--- config.mk ---
export PLATFORM = sky130hd
export DESIGN_NAME = dmem_arbiter
export DESIGN_NICKNAME = d
export VERILOG_FILES = /design/src/rtl/dmem_arb_pkg.sv /design/src/rtl/dmem_arb_grant.sv /design/src/rtl/dmem_arbiter.sv
export SDC_FILE = /design/constraint.sdc
export NUM_CORES = 1
export LEC_CHECK = 0
export BUFFER_PORTS_ARGS = -buffer_cell sky130_fd_sc_hd__buf_4
export CORE_MARGIN = 2
export CORE_UTILIZATION = 35
export CTS_CLUSTER_SIZE = 12
export DETAILED_ROUTE_END_ITERATION = 10
export PLACE_DENSITY = 0.78
export REMOVE_ABC_BUFFERS = 1
export SYNTH_ARGS = -nofsm -noshare
export SYNTH_HDL_FRONTEND = slang
export SYNTH_SLANG_ARGS = --single-unit
--- constraint.sdc ---
create_clock -name i_clk -period 2.3 [get_ports i_clk]
set_input_delay 0.69 -clock i_clk [delete_from_list [all_inputs] [get_ports i_clk]]
set_output_delay 0.69 -clock i_clk [all_outputs]
set_load 0.02 [all_outputs]
--- src/rtl/dmem_arb_pkg.sv ---
// Shared types and constants for the dmem arbiter.
// The optional round-robin mode is selected with the DMEM_ARB_RR_EN macro.
package dmem_arb_pkg;

  // Memory geometry the request struct is laid out for (2048 x 32-bit dmem)
  localparam int DMEM_ADDR_W  = 11;
  localparam int DMEM_DATA_W  = 32;
  localparam int DMEM_BYTES   = DMEM_DATA_W / 8;

  // Width of the DMA starvation counter (limit must fit, so 1..15)
  localparam int STARVE_CNT_W = 4;

  // Which requester owns the read data returning from dmem next cycle
  typedef enum logic [1:0] {
    OWN_NONE   = 2'd0,
    OWN_CPU_RD = 2'd1,
    OWN_DMA_RD = 2'd2
  } owner_t;

  // One memory access as presented on the dmem port
  typedef struct packed {
    logic                   we;
    logic [DMEM_ADDR_W-1:0] addr;
    logic [DMEM_DATA_W-1:0] wdata;
    logic [DMEM_BYTES-1:0]  be;
  } mem_req_t;

endpackage

--- src/rtl/dmem_arb_grant.sv ---
// Grant decision for the dmem arbiter.
// Default: CPU has fixed priority, a starvation counter forces a DMA win
// after STARVE_LIMIT consecutive lost cycles.
// With DMEM_ARB_RR_EN defined: strict round-robin on a 1-bit last-winner flag.
// Grants are suppressed while i_reset is high.
module dmem_arb_grant
  import dmem_arb_pkg::*;
#(
  parameter int STARVE_LIMIT = 4
) (
  input  logic i_clk,
  input  logic i_reset,
  input  logic i_cpu_req,
  input  logic i_dma_req,
  output logic o_cpu_win,
  output logic o_dma_win
);

  logic dma_win;
  logic cpu_win;

`ifdef DMEM_ARB_RR_EN

  // 1 means the DMA port took the memory the last time anyone did.
  // Resets to 1 so the CPU wins the first contested cycle.
  logic last_dma_q;
  logic last_dma_d;

  // Contested cycles go to whichever port did not win last
  always_comb begin
    dma_win = 1'b0;
    cpu_win = 1'b0;
    if (!i_reset) begin
      dma_win = i_dma_req & (~i_cpu_req | ~last_dma_q);
      cpu_win = i_cpu_req & ~dma_win;
    end
  end

  // Remember the most recent winner; idle cycles keep the old value
  always_comb begin
    last_dma_d = last_dma_q;
    if (dma_win) begin
      last_dma_d = 1'b1;
    end else if (cpu_win) begin
      last_dma_d = 1'b0;
    end
  end

  // Last-winner register
  always_ff @(posedge i_clk) begin
    if (i_reset) begin
      last_dma_q <= 1'b1;
    end else begin
      last_dma_q <= last_dma_d;
    end
  end

`else

  localparam logic [STARVE_CNT_W-1:0] LIMIT = STARVE_CNT_W'(STARVE_LIMIT);

  logic [STARVE_CNT_W-1:0] starve_cnt_q;
  logic [STARVE_CNT_W-1:0] starve_cnt_d;
  logic                    force_dma;

  // CPU first, unless the DMA has been starved for LIMIT cycles in a row
  always_comb begin
    force_dma = (starve_cnt_q == LIMIT);
    dma_win   = 1'b0;
    cpu_win   = 1'b0;
    if (!i_reset) begin
      dma_win = i_dma_req & (~i_cpu_req | force_dma);
      cpu_win = i_cpu_req & ~dma_win;
    end
  end

  // Count consecutive cycles the DMA waited behind the CPU, saturating
  always_comb begin
    starve_cnt_d = starve_cnt_q;
    if (dma_win || !i_dma_req) begin
      starve_cnt_d = '0;
    end else if (cpu_win && (starve_cnt_q != LIMIT)) begin
      starve_cnt_d = starve_cnt_q + 1'b1;
    end
  end

  // Starvation counter register
  always_ff @(posedge i_clk) begin
    if (i_reset) begin
      starve_cnt_q <= '0;
    end else begin
      starve_cnt_q <= starve_cnt_d;
    end
  end

`endif

  assign o_cpu_win = cpu_win;
  assign o_dma_win = dma_win;

endmodule

--- src/rtl/dmem_arbiter.sv ---
// Two-requester arbiter in front of the single-port, 1-cycle-latency dmem.
// The CPU (MEM stage) and a debug/DMA loader share the memory; the winner's
// access is driven combinationally and read data is steered back to the
// owner one cycle later.
// Optional build macro: DMEM_ARB_RR_EN selects round-robin arbitration
// instead of CPU priority with starvation forcing.
//
// Handshake: a request is held stable by its source until accepted. The CPU
// access is accepted in any cycle where i_cpu_req is high and o_cpu_stall is
// low; the DMA access is accepted in any cycle where o_dma_gnt is high.
// Nothing is latched, so a request that is stalled or not granted must be
// re-presented unchanged. A read accepted in cycle t returns with a one-cycle
// rvalid pulse in cycle t+1; a reset in cycle t+1 drops that return.
module dmem_arbiter
  import dmem_arb_pkg::*;
#(
  parameter int ADDR_WIDTH   = DMEM_ADDR_W,
  parameter int DATA_WIDTH   = DMEM_DATA_W,
  parameter int DATA_BYTES   = DATA_WIDTH / 8,
  parameter int STARVE_LIMIT = 4
) (
  input  logic                  i_clk,
  input  logic                  i_reset,
  // CPU port
  input  logic                  i_cpu_req,
  input  logic                  i_cpu_we,
  input  logic [ADDR_WIDTH-1:0] i_cpu_addr,
  input  logic [DATA_WIDTH-1:0] i_cpu_wdata,
  input  logic [DATA_BYTES-1:0] i_cpu_be,
  output logic                  o_cpu_stall,
  output logic                  o_cpu_rvalid,
  output logic [DATA_WIDTH-1:0] o_cpu_rdata,
  // DMA port
  input  logic                  i_dma_req,
  input  logic                  i_dma_we,
  input  logic [ADDR_WIDTH-1:0] i_dma_addr,
  input  logic [DATA_WIDTH-1:0] i_dma_wdata,
  input  logic [DATA_BYTES-1:0] i_dma_be,
  output logic                  o_dma_gnt,
  output logic                  o_dma_rvalid,
  output logic [DATA_WIDTH-1:0] o_dma_rdata,
  // dmem port
  output logic [ADDR_WIDTH-1:0] o_mem_addr,
  output logic [DATA_WIDTH-1:0] o_mem_wdata,
  output logic                  o_mem_we,
  output logic [DATA_BYTES-1:0] o_mem_be,
  input  logic [DATA_WIDTH-1:0] i_mem_rdata,
  // debug: current read-return owner
  output owner_t                o_dbg_owner
);

  logic     cpu_win;
  logic     dma_win;
  mem_req_t cpu_acc;
  mem_req_t dma_acc;
  mem_req_t mem_acc;

  owner_t                owner_q;
  owner_t                owner_d;
  logic [DATA_WIDTH-1:0] cpu_rdata_q;
  logic [DATA_WIDTH-1:0] cpu_rdata_d;
  logic [DATA_WIDTH-1:0] dma_rdata_q;
  logic [DATA_WIDTH-1:0] dma_rdata_d;
  logic                  cpu_rvalid;
  logic                  dma_rvalid;

  dmem_arb_grant #(
    .STARVE_LIMIT (STARVE_LIMIT)
  ) u_grant (
    .i_clk     (i_clk),
    .i_reset   (i_reset),
    .i_cpu_req (i_cpu_req),
    .i_dma_req (i_dma_req),
    .o_cpu_win (cpu_win),
    .o_dma_win (dma_win)
  );

  // Stall and grant are pure functions of this cycle's decision; both are
  // forced low during reset
  always_comb begin
    o_dma_gnt   = dma_win;
    o_cpu_stall = ~i_reset & i_cpu_req & ~cpu_win;
  end

  // Pack both requests and pick the winner; with no winner present a
  // harmless no-op (no write, no byte enables) at the CPU address
  always_comb begin
    cpu_acc = '{we: i_cpu_we, addr: i_cpu_addr, wdata: i_cpu_wdata, be: i_cpu_be};
    dma_acc = '{we: i_dma_we, addr: i_dma_addr, wdata: i_dma_wdata, be: i_dma_be};
    mem_acc = '{we: 1'b0, addr: i_cpu_addr, wdata: i_cpu_wdata, be: '0};
    if (dma_win) begin
      mem_acc = dma_acc;
    end else if (cpu_win) begin
      mem_acc = cpu_acc;
    end
    o_mem_addr  = mem_acc.addr;
    o_mem_wdata = mem_acc.wdata;
    o_mem_we    = mem_acc.we;
    o_mem_be    = mem_acc.be;
  end

  // Next owner: only reads create one, CPU checked first (the two wins are
  // mutually exclusive anyway)
  always_comb begin
    owner_d = OWN_NONE;
    if (cpu_win && !i_cpu_we) begin
      owner_d = OWN_CPU_RD;
    end else if (dma_win && !i_dma_we) begin
      owner_d = OWN_DMA_RD;
    end
  end

  // Read return: the owner recorded last cycle gets this cycle's dmem data.
  // Reset drops a return that is in flight.
  always_comb begin
    cpu_rvalid  = ~i_reset & (owner_q == OWN_CPU_RD);
    dma_rvalid  = ~i_reset & (owner_q == OWN_DMA_RD);
    cpu_rdata_d = cpu_rvalid ? i_mem_rdata : cpu_rdata_q;
    dma_rdata_d = dma_rvalid ? i_mem_rdata : dma_rdata_q;
  end

  // Owner FSM and held read-data registers
  always_ff @(posedge i_clk) begin
    if (i_reset) begin
      owner_q     <= OWN_NONE;
      cpu_rdata_q <= '0;
      dma_rdata_q <= '0;
    end else begin
      owner_q     <= owner_d;
      cpu_rdata_q <= cpu_rdata_d;
      dma_rdata_q <= dma_rdata_d;
    end
  end

  // Data is passed straight through in the valid cycle and held afterwards
  always_comb begin
    o_cpu_rvalid = cpu_rvalid;
    o_dma_rvalid = dma_rvalid;
    o_cpu_rdata  = i_reset ? '0 : cpu_rdata_d;
    o_dma_rdata  = i_reset ? '0 : dma_rdata_d;
    o_dbg_owner  = owner_q;
  end

endmodule

* Word-level counts from Yosys, hierarchy flattened
Cells that the tools add are included.
Storage, ports and cells: input port bits 132, word-level logic and storage cells 40, bits in registers 70, output and inout port bits 118
Cells by class: add/subtract/negate cells 1, equal/unequal tests 4, mux-type cells 10, bitwise gates (word level) 11, reduce and logical (&&, ||, !) cells 9
Operator list (count):
- $mux W32 | 4
- $mux W48 | 2
- $and A1 B1 Y1 | 6
- $add A4 B1 Y4 const B | 1
- $eq A4 B3 Y1 const B | 1
- $ne A4 B3 Y1 const B | 1
- $not A1 Y1 | 4
- $reduce_or A2 Y1 | 2
- $logic_and A1 B1 Y1 | 3
- $logic_not A1 Y1 | 3
- $mux W1 | 3
- $eq A2 B1 Y1 const B | 1
- $eq A2 B2 Y1 const B | 1
- $mux W2 | 1
- $logic_or A1 B1 Y1 | 1
- $or A1 B1 Y1 | 1

* Longest topological paths before layout
Gate-level depths: netlist (run 1).
depth in word-level cells 8, gate-level depth with buffers 6, gate-level depth less buffers 5

* Cells and area by module
A second synthesis (run 1) with hierarchy kept.
Unflattened totals: cell total of the unflattened synthesis 331, area, all modules 3547.2 um2
Modules (own cells, without submodules):
- dmem_arbiter | instances 1, seq. area each 1321.3 um2, area an instance 3319.4 um2, cells an instance 309
- dmem_arb_grant | instances 1, seq. area each 80.1 um2, area an instance 227.7 um2, cells an instance 22

* Worst setup path before layout (run 1)
Ideal clock, no wire load.
kind input to output, start input port i_reset, end output port o_mem_addr[10], path buffers 2, arrival time 1780 ps, stages 5, path slack -170 ps, data required time 1610 ps, cells stage by stage buf_2 > nand2b_4 > a21oi_4 > buf_6 > mux2_1
Between the ends: cells in the longest elaborated chain, start to end 2
Ends and longest elaborated chain:
- from (decl) | line dmem_arbiter.sv:23 | input logic i_reset,
- $mux W1 | line dmem_arb_grant.sv:71 | if (!i_reset) begin
- named net o_dma_gnt | line dmem_arbiter.sv:39 | output logic o_dma_gnt,
- $mux W48 | line dmem_arbiter.sv:91 | if (dma_win) begin
- to (decl) | line dmem_arbiter.sv:43 | output logic [ADDR_WIDTH-1:0] o_mem_addr,
The timed path passes the listed nets, and every way through them passes these cells.

* Worst setup path in the final report (run 1)
start register u_grant.starve_cnt_q[1], end output port o_mem_wdata[4]
Between the ends: cells in the longest elaborated chain, start to end 5
Ends and longest elaborated chain:
- from (decl) | line dmem_arb_grant.sv:62 | logic [STARVE_CNT_W-1:0] starve_cnt_q;
- from (signal assigned) | line dmem_arb_grant.sv:92 | starve_cnt_q <= starve_cnt_d;
- $eq A4 B3 Y1 | line dmem_arb_grant.sv:68 | force_dma = (starve_cnt_q == LIMIT);
- $or A1 B1 Y1 | line dmem_arb_grant.sv:72 | dma_win = i_dma_req & (~i_cpu_req | force_dma);
- $and A1 B1 Y1 | line dmem_arb_grant.sv:72
- $mux W1 | line dmem_arb_grant.sv:71
- $mux W48 | line dmem_arbiter.sv:91
- to (decl) | line dmem_arbiter.sv:44 | output logic [DATA_WIDTH-1:0] o_mem_wdata,
No other way between the ends.

==> summary.txt, run 1 <==
STA
  • Fmax: 381 MHz
  • Clock Skews: 0.0112 ns
  • Tcrit/Tclk final: 114%
  • Final setup margin: -0.322 ns
  • Final min period: 2.62 ns
  • Worst hold slack: 0.461 ns
  • Max Slew Vio Count: 0
  • Hold Violations, Final: 0
  • Setup TNS: -16.42 ns
  • Final setup violation count: 92
  • Least-Margin Pin Slew: 0.409 ns
  • RSZ-0062 raised after global routing: yes
  • Max_slew headroom: 72.7%

Synthesis
  • Most numerous cell in the Yosys netlist: nand2_1
  • Top post-synthesis cells by area: dfxtp_1, nand2_1, mux2_2
  • Mapped Cells: 367
  • Yosys warns: 0
  • Async SR Flop Fraction: 0%
  • Synth area leader: dfxtp_1
  • Post-Syn Area per Cell: 8.42 um^2
  • Mapped Area: 0.00309 mm^2
  • Synth top area share: 45.4%
  • Post-synth EDFFs: 0
  • Primary FF master, synth: dfxtp_1
  • Seq/Total Area, Yosys: 45.4%
  • Most common library cells after synthesis: nand2_1, dfxtp_1, a21oi_1
  • Synth cell types: 24
  • Yosys reg bits: 70

Critical path
  • FF-to-FF setup slack: 0.87 ns
  • Critical path's top delay family: buffers and inverters
  • Crit path largest cell delay: 0.34 ns
  • Crit path buf inv count: 4
  • CP Launch Type: flop
  • Slowest CP cell: mux2_2
  • Setup CP Type: flop to primary output
  • Crit end category: primary output
  • Critical Path AT: 1.93 ns
  • Critical path data required time: 1.61 ns
  • Critical path, cell by cell: inv_2, ha_4, nand3b_4, a21oi_4, buf_12, clkbuf_16, mux2_2, buf_6
  • Worst-path fanout max: 8

Global routing
  • GRT Util Overall: 24.9%
  • Vias in the first global route: 3792
  • Total congestion overflow: 0
  • First-pass GRT wire length: 19.1 mm
  • Pin count of the biggest net entering global routing: 42
  • Initial antenna violation count: 0

Power
  • Static leakage: 3.23 nW
  • Peak VDD IR: 0.272 mV
  • Pwr Density: 448 mW/mm^2
  • Total power: 3.18 mW

Drt
  • Initial DRC Count: 86
  • Wire length per cell: 19.7 um
  • Met2 Routed Length: 8.45 mm
  • DRT met1 WL: 5.18 mm
  • Routed met3 length: 997 um
  • DR pass1 iterations: 4
  • Uppermost layer routed: met4
  • Via density: 5.13
  • Vias: 3949
  • Final ANT Viol Nets: 0
  • Routed wire length: 15.2 mm
  • Detailed-route DRC error count: 0

Hold path
  • Hold WC Path Type: flop to flop

CTS
  • Clock tree buffer depth: 2
  • Clock root buffer: clkbuf_8
  • Sink Count: 70
  • CTS H-tree lvls: 3
  • Clock buffer count from CTS: 9
  • Clk_lat worst skew: 0.35 ns
  • CTS tree: built
  • Clock-pin slew on the worst setup and hold paths: 0.08 ns

Final layout
  • Nets: 791
  • N_diodes: 0
  • Ratio of cells with drive above 1 in the final layout: 72.2%
  • Area delta synth->final: 130%

Outcome
  • Outcome: finished with violations
  • Failing checks: negative setup slack

Placement
  • Placed wire-length estimate: 8.83 mm
  • Place WS: -0.277 ns
  • Final GP Congestion: 0.795
  • PortBufs: 249

Die
  • Std-Cell Core Area: 0.00864 mm^2
  • Starting Density: 35.8%
  • Die Height: 98.0 um
  • I/O pins: 250
  • Die width: 98.0 um
  • Row cnt: 34
  • Overall die area: 0.00959 mm^2

Run
  • Max cap viols: 0
sequential cells by signal, indices dropped and copies added, names as in the netlist:
signal,count
cpu_rdata_q,32
o_dbg_owner,2
u_grant.starve_cnt_q,4
dma_rdata_q,32
per-stage QoR:
stage	area, um^2	util (%)	instances
after global routing	7100	82.2	770
final	7100	82.2	770
after CTS	5880	68.1	739
after detailed placement	5100	59.0	714
after global placement	5100	59.0	714
after floorplan	2930	-	338
area by class of cell:
type,instances,area [um^2]
Fill cell,504,1540
Tap cell,108,135
Timing Repair Buffer,308,3000
Clock buffer,13,149
Inverter,4,15.0
Multi-Input combinational cell,264,2340
Sequential cell,70,1410
Clock inverter,3,43.8
cells by family after synthesis:
family          share of synthesized area (%)
compound gates                           12.3
fa+ha+maj                               0.810
flops                                    45.4
xor+xnor                                0.567
buf+inv                                  5.59
simple gates                             19.7
mux                                      15.7
metal layers:
| layer | vias to the layer above | GRT usage (%) |
|---|---|---|
| li1 | 1795 | - |
| met1 | 1933 | 25.5 |
| met2 | 180 | 45.9 |
| met3 | 41 | 7.02 |
| met4 | 0 | 12.5 |
| met5 | - | 0 |
power breakdown:
part | internal [mW] | total, mW | switching [mW]
sequential | 1.24 | 1.25 | 0.0118
clock | 0.532 | 0.989 | 0.457
combinational | 0.505 | 0.938 | 0.432
timing repair:
action                                  4_1_cts  5_1_grt
hold buffers                                  0        0
setup buffers                                 5       24
hold endpoints to repair                      0        0
pin swaps                                     6       66
endpoints found under the setup margin       90      108
gates resized for setup                     119      207
cloned                                        4        8
cells in the final DEF, fill, tap and decap left out, types with 3 or more instances in the layout:
master / count
nand2_4: 29
buf_8: 4
clkbuf_1: 3
buf_16: 3
buf_12: 9
nor3_1: 5
a21oi_4: 24
a21oi_2: 38
mux2_2: 6
clkbuf_16: 7
clkbuf_8: 10
nand2_1: 89
buf_6: 96
nand2_2: 11
mux2_4: 36
a22o_1: 5
buf_4: 189
a21oi_1: 3
dfxtp_1: 66
worst min-delay path, delay by kind of cell (launching register included):
kind | cells | cell delay, ns
and+or+nand+nor | 1 | 0.06
AOI/OAI and AO/OA | 1 | 0.05
DFF | 1 | 0.30
worst paths after layout:
check | start | to | cells past startpoint
max | u_grant.starve_cnt_q[1] | o_mem_wdata[4] | 8
max reg2reg | u_grant.starve_cnt_q[1] | o_dbg_owner[1] | 8
min | cpu_rdata_q[22] | cpu_rdata_q[22] | 2
min reg2reg | cpu_rdata_q[22] | cpu_rdata_q[22] | 2
Note: power is estimated with default switching activity, not from simulation.
==> run 2: changes to the inputs <==
--- a/config.mk
+++ b/config.mk
@@ -15,3 +15,4 @@
 export SYNTH_ARGS = -nofsm -noshare
 export SYNTH_HDL_FRONTEND = slang
 export SYNTH_SLANG_ARGS = --single-unit
+export TNS_END_PERCENT = 10
==> run 2 against run 1 <==
Effect of this change:
- the flow still finishes with violations (negative setup slack)
- sequential cell count stayed put
- critical endpoint is now o_mem_wdata[26]
- sequential share of layout area is 4.2 points higher
- design area decreased by 18%
==> summary.txt, run 2 (same netlist as run 1, synthesis figures left out) <==
Outcome
  • Outcome: finished with violations
  • Failing checks: negative setup slack

Final layout
  • Area occupied by multi-input gates: 0.00170 mm^2 (-27%)
  • Fin area: 0.00584 mm^2 (-18%)
  • Area delta synth->final: 89.1%
  • Top Registers: cpu_rdata_q (32), dma_rdata_q (32), u_grant.starve_cnt_q (4)
  • Reg area: 0.00141 mm^2 (-0.35%)
  • Nets: 759 (-4.0%)
  • Fill cells: 681 (+35%)
  • Ratio of cells with drive above 1 in the final layout: 56.2% (-16 points)
  • Most frequent cells in the layout: buf_4, nand2_1, dfxtp_1
  • N_diodes: 0 (unchanged)
  • Commonest non-fill, non-tap cell in the layout: buf_4

Global routing
  • Vias in the first global route: 3640 (-4.0%)
  • Initial antenna violation count: 0 (unchanged)
  • Pin count of the biggest net entering global routing: 42 (unchanged)
  • First-pass GRT wire length: 18.3 mm (-4.2%)
  • GRT Util Overall: 23.7% (-1.2 points)
  • Total congestion overflow: 0 (unchanged)

STA
  • Final setup violation count: 48 (-48%)
  • Max_slew headroom: 76.8% (+4.0 points)
  • Tcrit/Tclk final: 114% (about the same)
  • Least-Margin Pin Slew: 0.348 ns (-0.0606 ns)
  • Max Slew Vio Count: 0 (unchanged)
  • Final setup margin: -0.325 ns (-0.00256 ns)
  • Fmax: 381 MHz (about the same)
  • Worst hold slack: 0.464 ns (+0.00338 ns)
  • Hold Violations, Final: 0 (unchanged)
  • RSZ-0062 raised after global routing: yes
  • Clock Skews: 0.0113 ns (+0.0000965 ns)
  • Final min period: 2.62 ns (+0.00256 ns)

Drt
  • Routed wire length: 12.3 mm (-19%)
  • Via density: 4.91 (-4.4%)
  • DR pass1 iterations: 4 (unchanged)
  • Detailed-route DRC error count: 0 (unchanged)
  • Initial DRC Count: 155 (+80%)
  • Final ANT Viol Nets: 0 (unchanged)
  • Vias: 3620 (-8.3%)
  • Wire length per cell: 16.7 um (-15%)

Placement
  • PortBufs: 249 (unchanged)
  • Placed wire-length estimate: 8.83 mm (unchanged)
  • Cell Area, Placed: 0.00510 mm^2 (unchanged)
  • Final GP Congestion: 0.795 (unchanged)

Run
  • Max cap viols: 0 (unchanged)

Critical path
  • Critical path data required time: 1.61 ns (about the same)
  • Worst-path fanout max: 9 (+1)
  • Setup CP Type: flop to primary output
  • Slowest CP cell: mux2_2
  • Critical path's top delay family: buffers and inverters
  • Critical Path AT: 1.93 ns (about the same)
  • Crit path largest cell delay: 0.35 ns (about the same)
  • Critical path, cell by cell: inv_2, ha_4, nand3b_4, a21oi_4, buf_12, buf_12, mux2_2, buf_6
  • Most frequent CP cell: buf_12
  • Crit path buf inv count: 4 (unchanged)
  • Crit end category: primary output
  • CP Launch Type: flop

Die
  • Die Height: 98.0 um (unchanged)
  • Std-Cell Core Area: 0.00864 mm^2 (unchanged)
  • Overall die area: 0.00959 mm^2 (unchanged)
  • I/O pins: 250 (unchanged)
  • Die width: 98.0 um (unchanged)
  • Row cnt: 34 (unchanged)
  • Starting Density: 35.8% (unchanged)

CTS
  • Clock-pin slew on the worst setup and hold paths: 0.07 ns (about the same)
  • Sink Count: 70 (unchanged)
  • # hold bufs at CTS: 0 (unchanged)
  • Clock tree buffer depth: 2 (unchanged)
  • Clock root buffer: clkbuf_8
  • CTS tree: built
  • Clock buffer count from CTS: 9 (unchanged)
  • CTS H-tree lvls: 3 (unchanged)
  • Clk_lat worst skew: 0.35 ns (about the same)

Power
  • Pwr Density: 514 mW/mm^2 (+15%)
  • Peak VDD IR: 0.236 mV (-13%)
  • Static leakage: 2.67 nW (-17%)

Hold path
  • Hold WC Path Type: flop to flop
[run 2: changes by cell type in the layout (fill, tap and decap cells not counted), moves of 4 or more]
cell	delta
buf_6	-45
a21oi_2	-25
nand2_4	-29
nand2_2	-11
clkbuf_16	-5
buf_12	-6
nand2_1	+40
a21oi_4	-23
a21oi_1	+48
buf_4	+27
mux2_4	-4
[run 2: cell type report]
| type | count | area share [%] |
|---|---|---|
| Sequential cell | 70 | 24.1 |
| Timing Repair Buffer | 276 | 40.9 |
| Clock inverter | 3 | 0.750 |
| Inverter | 4 | 0.257 |
| Clock buffer | 13 | 2.55 |
| Tap cell | 108 | 2.31 |
| Multi-Input combinational cell | 264 | 29.1 |
[run 2: worst min-delay path, stage by stage, from the launching register on]
cell and delay [ns]:
dfxtp_1 0.30, nand2_1 0.04, a21oi_1 0.07
[run 2: metal layers]
| metal | global-route usage (%) | up-vias | routed length, um |
|---|---|---|---|
| met4 | 11.3 | 0 | 501 |
| met1 | 24.2 | 1686 | 4280 |
| li1 | - | 1724 | - |
| met2 | 43.8 | 171 | 6520 |
| met3 | 7.02 | 39 | 1030 |
| met5 | 0 | - | 0 |
[run 2: final timing paths]
| path | slack, ns | cells after the start | start | to |
|---|---|---|---|---|
| worst max register to register | 0.87 | 8 | u_grant.starve_cnt_q[1] | o_dbg_owner[1] |
| worst min register to register | 0.46 | 2 | dma_rdata_q[6] | dma_rdata_q[6] |
| worst min-delay path | 0.46 | 2 | dma_rdata_q[6] | dma_rdata_q[6] |
| worst max-delay path | -0.32 | 8 | u_grant.starve_cnt_q[1] | o_mem_wdata[26] |
[run 2: what timing repair did]
action | 4_1_cts | 5_1_grt
gates cloned | 2 | 2
pin swaps | 7 | 1
resized for setup | 84 | 29
endpoints found under the setup margin | 90 | 113
buffers inserted | 1 | 3
[run 2: metrics by stage]
step	cells	util (%)	TNS, ns	setup WS [ns]	power, mW
CTS	733	65.6	-13.75	-0.345	2.98
floorplan	338	-	-61.43	-0.619	1.54
detailed placement	714	59.0	-10.94	-0.277	1.93
global placement	714	59.0	-9.85	-0.253	1.92
global route	738	67.6	-18.49	-0.381	3.10
finish	738	67.6	-13.90	-0.325	3.00
[run 2: where the power goes]
group          internal, mW  switching [mW]  leakage [nW]  total [mW]
sequential             1.24         0.00956         0.569        1.25
clock                 0.532           0.439        0.0976       0.972
combinational         0.427           0.348          2.00       0.776
total                  2.20           0.797          2.67        3.00
==> run 3: changes to the inputs <==
--- a/config.mk
+++ b/config.mk
@@ -10,7 +10,7 @@
 export CORE_UTILIZATION = 35
 export CTS_CLUSTER_SIZE = 12
 export DETAILED_ROUTE_END_ITERATION = 10
-export PLACE_DENSITY = 0.78
+export PLACE_DENSITY = 0.87
 export REMOVE_ABC_BUFFERS = 1
 export SYNTH_ARGS = -nofsm -noshare
 export SYNTH_HDL_FRONTEND = slang
==> run 3 against run 2 <==
Effect of this change:
- the flow still finishes with violations (negative setup slack)
- core utilization down 0.46 points
- power up 1.1%
- clock power about the same
- critical endpoint is now o_mem_wdata[2]
- highest routed layer is now met5
==> summary.txt, run 3 (same netlist as run 1, synthesis figures left out) <==
CTS
  • CTS tree: built
  • Clock-pin slew on the worst setup and hold paths: 0.07 ns (about the same)
  • Sink Count: 70 (unchanged)
  • Clock tree buffer depth: 2 (unchanged)
  • Clk_lat worst skew: 0.34 ns (about the same)
  • CTS H-tree lvls: 3 (unchanged)
  • Clock buffer count from CTS: 9 (unchanged)
  • # hold bufs at CTS: 0 (unchanged)
  • Clock root buffer: clkbuf_8

Placement
  • PortBufs: 249 (unchanged)
  • Place WS: -0.278 ns (-0.000775 ns)
  • Placed wire-length estimate: 10.2 mm (+15%)
  • Final GP Congestion: 0.899 (+13%)
  • Placed Cells: 713 (-0.14%)

Drt
  • DR pass1 iterations: 6 (+2)
  • Initial DRC Count: 228 (+47%)
  • Routed wire length: 14.0 mm (+13%)
  • Via density: 5.08 (+3.6%)
  • Wire length per cell: 18.9 um (+13%)
  • Detailed-route DRC error count: 0 (unchanged)
  • Final ANT Viol Nets: 0 (unchanged)
  • Vias: 3744 (+3.4%)

Hold path
  • Hold path depth: 2 (unchanged)
  • Hold WC Path Type: flop to flop
  • Hold Crit Endpoint: cpu_rdata_q[20]
  • Worst hold start: cpu_rdata_q[20]

Critical path
  • Critical Path AT: 2.02 ns (+0.09 ns)
  • R2R cell count: 7 (-1)
  • FF-to-FF setup slack: 0.94 ns (+0.07 ns)
  • CP Launch Type: flop
  • Crit end category: primary output
  • Reg2Reg Capture Point: o_dbg_owner[1]
  • Worst-path fanout max: 7 (-2)
  • Critical path data required time: 1.61 ns (about the same)
  • Setup CP Type: flop to primary output
  • R2R Path Start: u_grant.starve_cnt_q[0]

STA
  • Least-Margin Pin Slew: 0.356 ns (+0.00732 ns)
  • Setup TNS: -15.39 ns (-1.49 ns)
  • Final setup margin: -0.406 ns (-0.0815 ns)
  • Final min period: 2.71 ns (+0.0815 ns)
  • Fmax: 370 MHz (-3.0%)
  • Max_slew headroom: 76.3% (-0.49 points)
  • Final setup violation count: 50 (+4.2%)
  • Clock Skews: 0.00843 ns (-0.00286 ns)
  • RSZ-0062 raised after global routing: yes
  • Hold Violations, Final: 0 (unchanged)
  • Max Slew Vio Count: 0 (unchanged)
  • Tcrit/Tclk final: 118% (+3.5 points)

Global routing
  • Vias in the first global route: 3700 (+1.6%)
  • GRT Util Overall: 26.2% (+2.5 points)
  • Pin count of the biggest net entering global routing: 43 (+2.4%)
  • Total congestion overflow: 0 (unchanged)
  • Initial antenna violation count: 1 (+1)
  • First-pass GRT wire length: 19.6 mm (+7.2%)

Power
  • Total power: 3.03 mW (+1.1%)
  • Peak VDD IR: 0.248 mV (+5.1%)
  • Static leakage: 2.65 nW (-0.62%)
  • Pwr Density: 523 mW/mm^2 (+1.8%)

Final layout
  • Nets: 758 (-0.13%)
  • Filler-free cell count of the finished design: 737 (-0.14%)
  • Most frequent cells in the layout: buf_4, nand2_1, dfxtp_1
  • Ratio of cells with drive above 1 in the final layout: 56.1% (-0.070 points)
  • N_diodes: 0 (unchanged)
  • Final Util: 67.2% (-0.46 points)
  • Top Registers: cpu_rdata_q (32), dma_rdata_q (32), u_grant.starve_cnt_q (4)
  • Fill cells: 656 (-3.7%)
  • Commonest non-fill, non-tap cell in the layout: buf_4
  • Area delta synth->final: 87.8%

Die
  • I/O pins: 250 (unchanged)
  • Std-Cell Core Area: 0.00864 mm^2 (unchanged)
  • Die width: 98.0 um (unchanged)
  • Die Height: 98.0 um (unchanged)
  • Row cnt: 34 (unchanged)
  • Overall die area: 0.00959 mm^2 (unchanged)
  • Starting Density: 35.8% (unchanged)

Outcome
  • Outcome: finished with violations
  • Failing checks: negative setup slack

Run
  • Max cap viols: 0 (unchanged)
## run 3: worst max path at each step
| stage | from | to | slack (ns) | cells past startpoint |
|---|---|---|---|---|
| detailed placement | i_reset | o_mem_wdata[31] | -0.28 | 6 |
| finish | u_grant.starve_cnt_q[0] | o_mem_wdata[2] | -0.41 | 8 |
| CTS | u_grant.starve_cnt_q[0] | o_mem_wdata[31] | -0.41 | 7 |
| global route | u_grant.starve_cnt_q[0] | o_mem_wdata[2] | -0.45 | 8 |
| floorplan | i_reset | o_mem_addr[0] | -0.62 | 3 |
| global placement | i_reset | o_mem_wdata[0] | -0.23 | 6 |
## run 3: through the flow
| step | hold WS (ns) | cell area (um^2) |
|---|---|---|
| after detailed placement | 0.453 | 5110 |
| after CTS | 0.465 | 5440 |
| after floorplan | 0.451 | 2930 |
| final | 0.464 | 5800 |
| after global placement | 0.445 | 5110 |
| after global routing | 0.474 | 5800 |
## run 3: cell type report
cell class,instances,area [um^2],area share (%)
tap,108,135,2.33
timing repair buffer,275,2340,40.4
sequential,70,1410,24.2
multi-input combinational,264,1700,29.3
clock buffer,13,159,2.74
inverter,4,15.0,0.259
clock inverter,3,42.5,0.733
## run 3: power breakdown
part | total [mW] | switching [mW] | leakage (nW) | internal, mW
clock network | 1.00 | 0.442 | 0.0996 | 0.559
logic | 0.778 | 0.361 | 1.98 | 0.417
registers | 1.25 | 0.00988 | 0.569 | 1.24
## run 3: critical path, stage by stage, from the launching register on
cell and delay, ns:
dfxtp_2 0.33, inv_2 0.06, ha_4 0.15, nand3b_4 0.11
a21oi_4 0.20, buf_6 0.15, clkbuf_16 0.15, mux2_1 0.36
buf_4 0.17
## run 3: routing by layer
| metal | routed length (um) | global-route usage (%) |
|---|---|---|
| met5 | 16 | 0 |
| met2 | 7000 | 45.3 |
| met3 | 1360 | 9.74 |
| met1 | 5100 | 28.8 |
| met4 | 474 | 11.1 |
## run 3: repair_timing
action / 4_1_cts / 5_1_grt
buffers inserted: 0 / 3
pin swaps: 3 / 4
endpoints found under the setup margin: 97 / 114
gates cloned: 0 / 5
resized for setup: 33 / 65
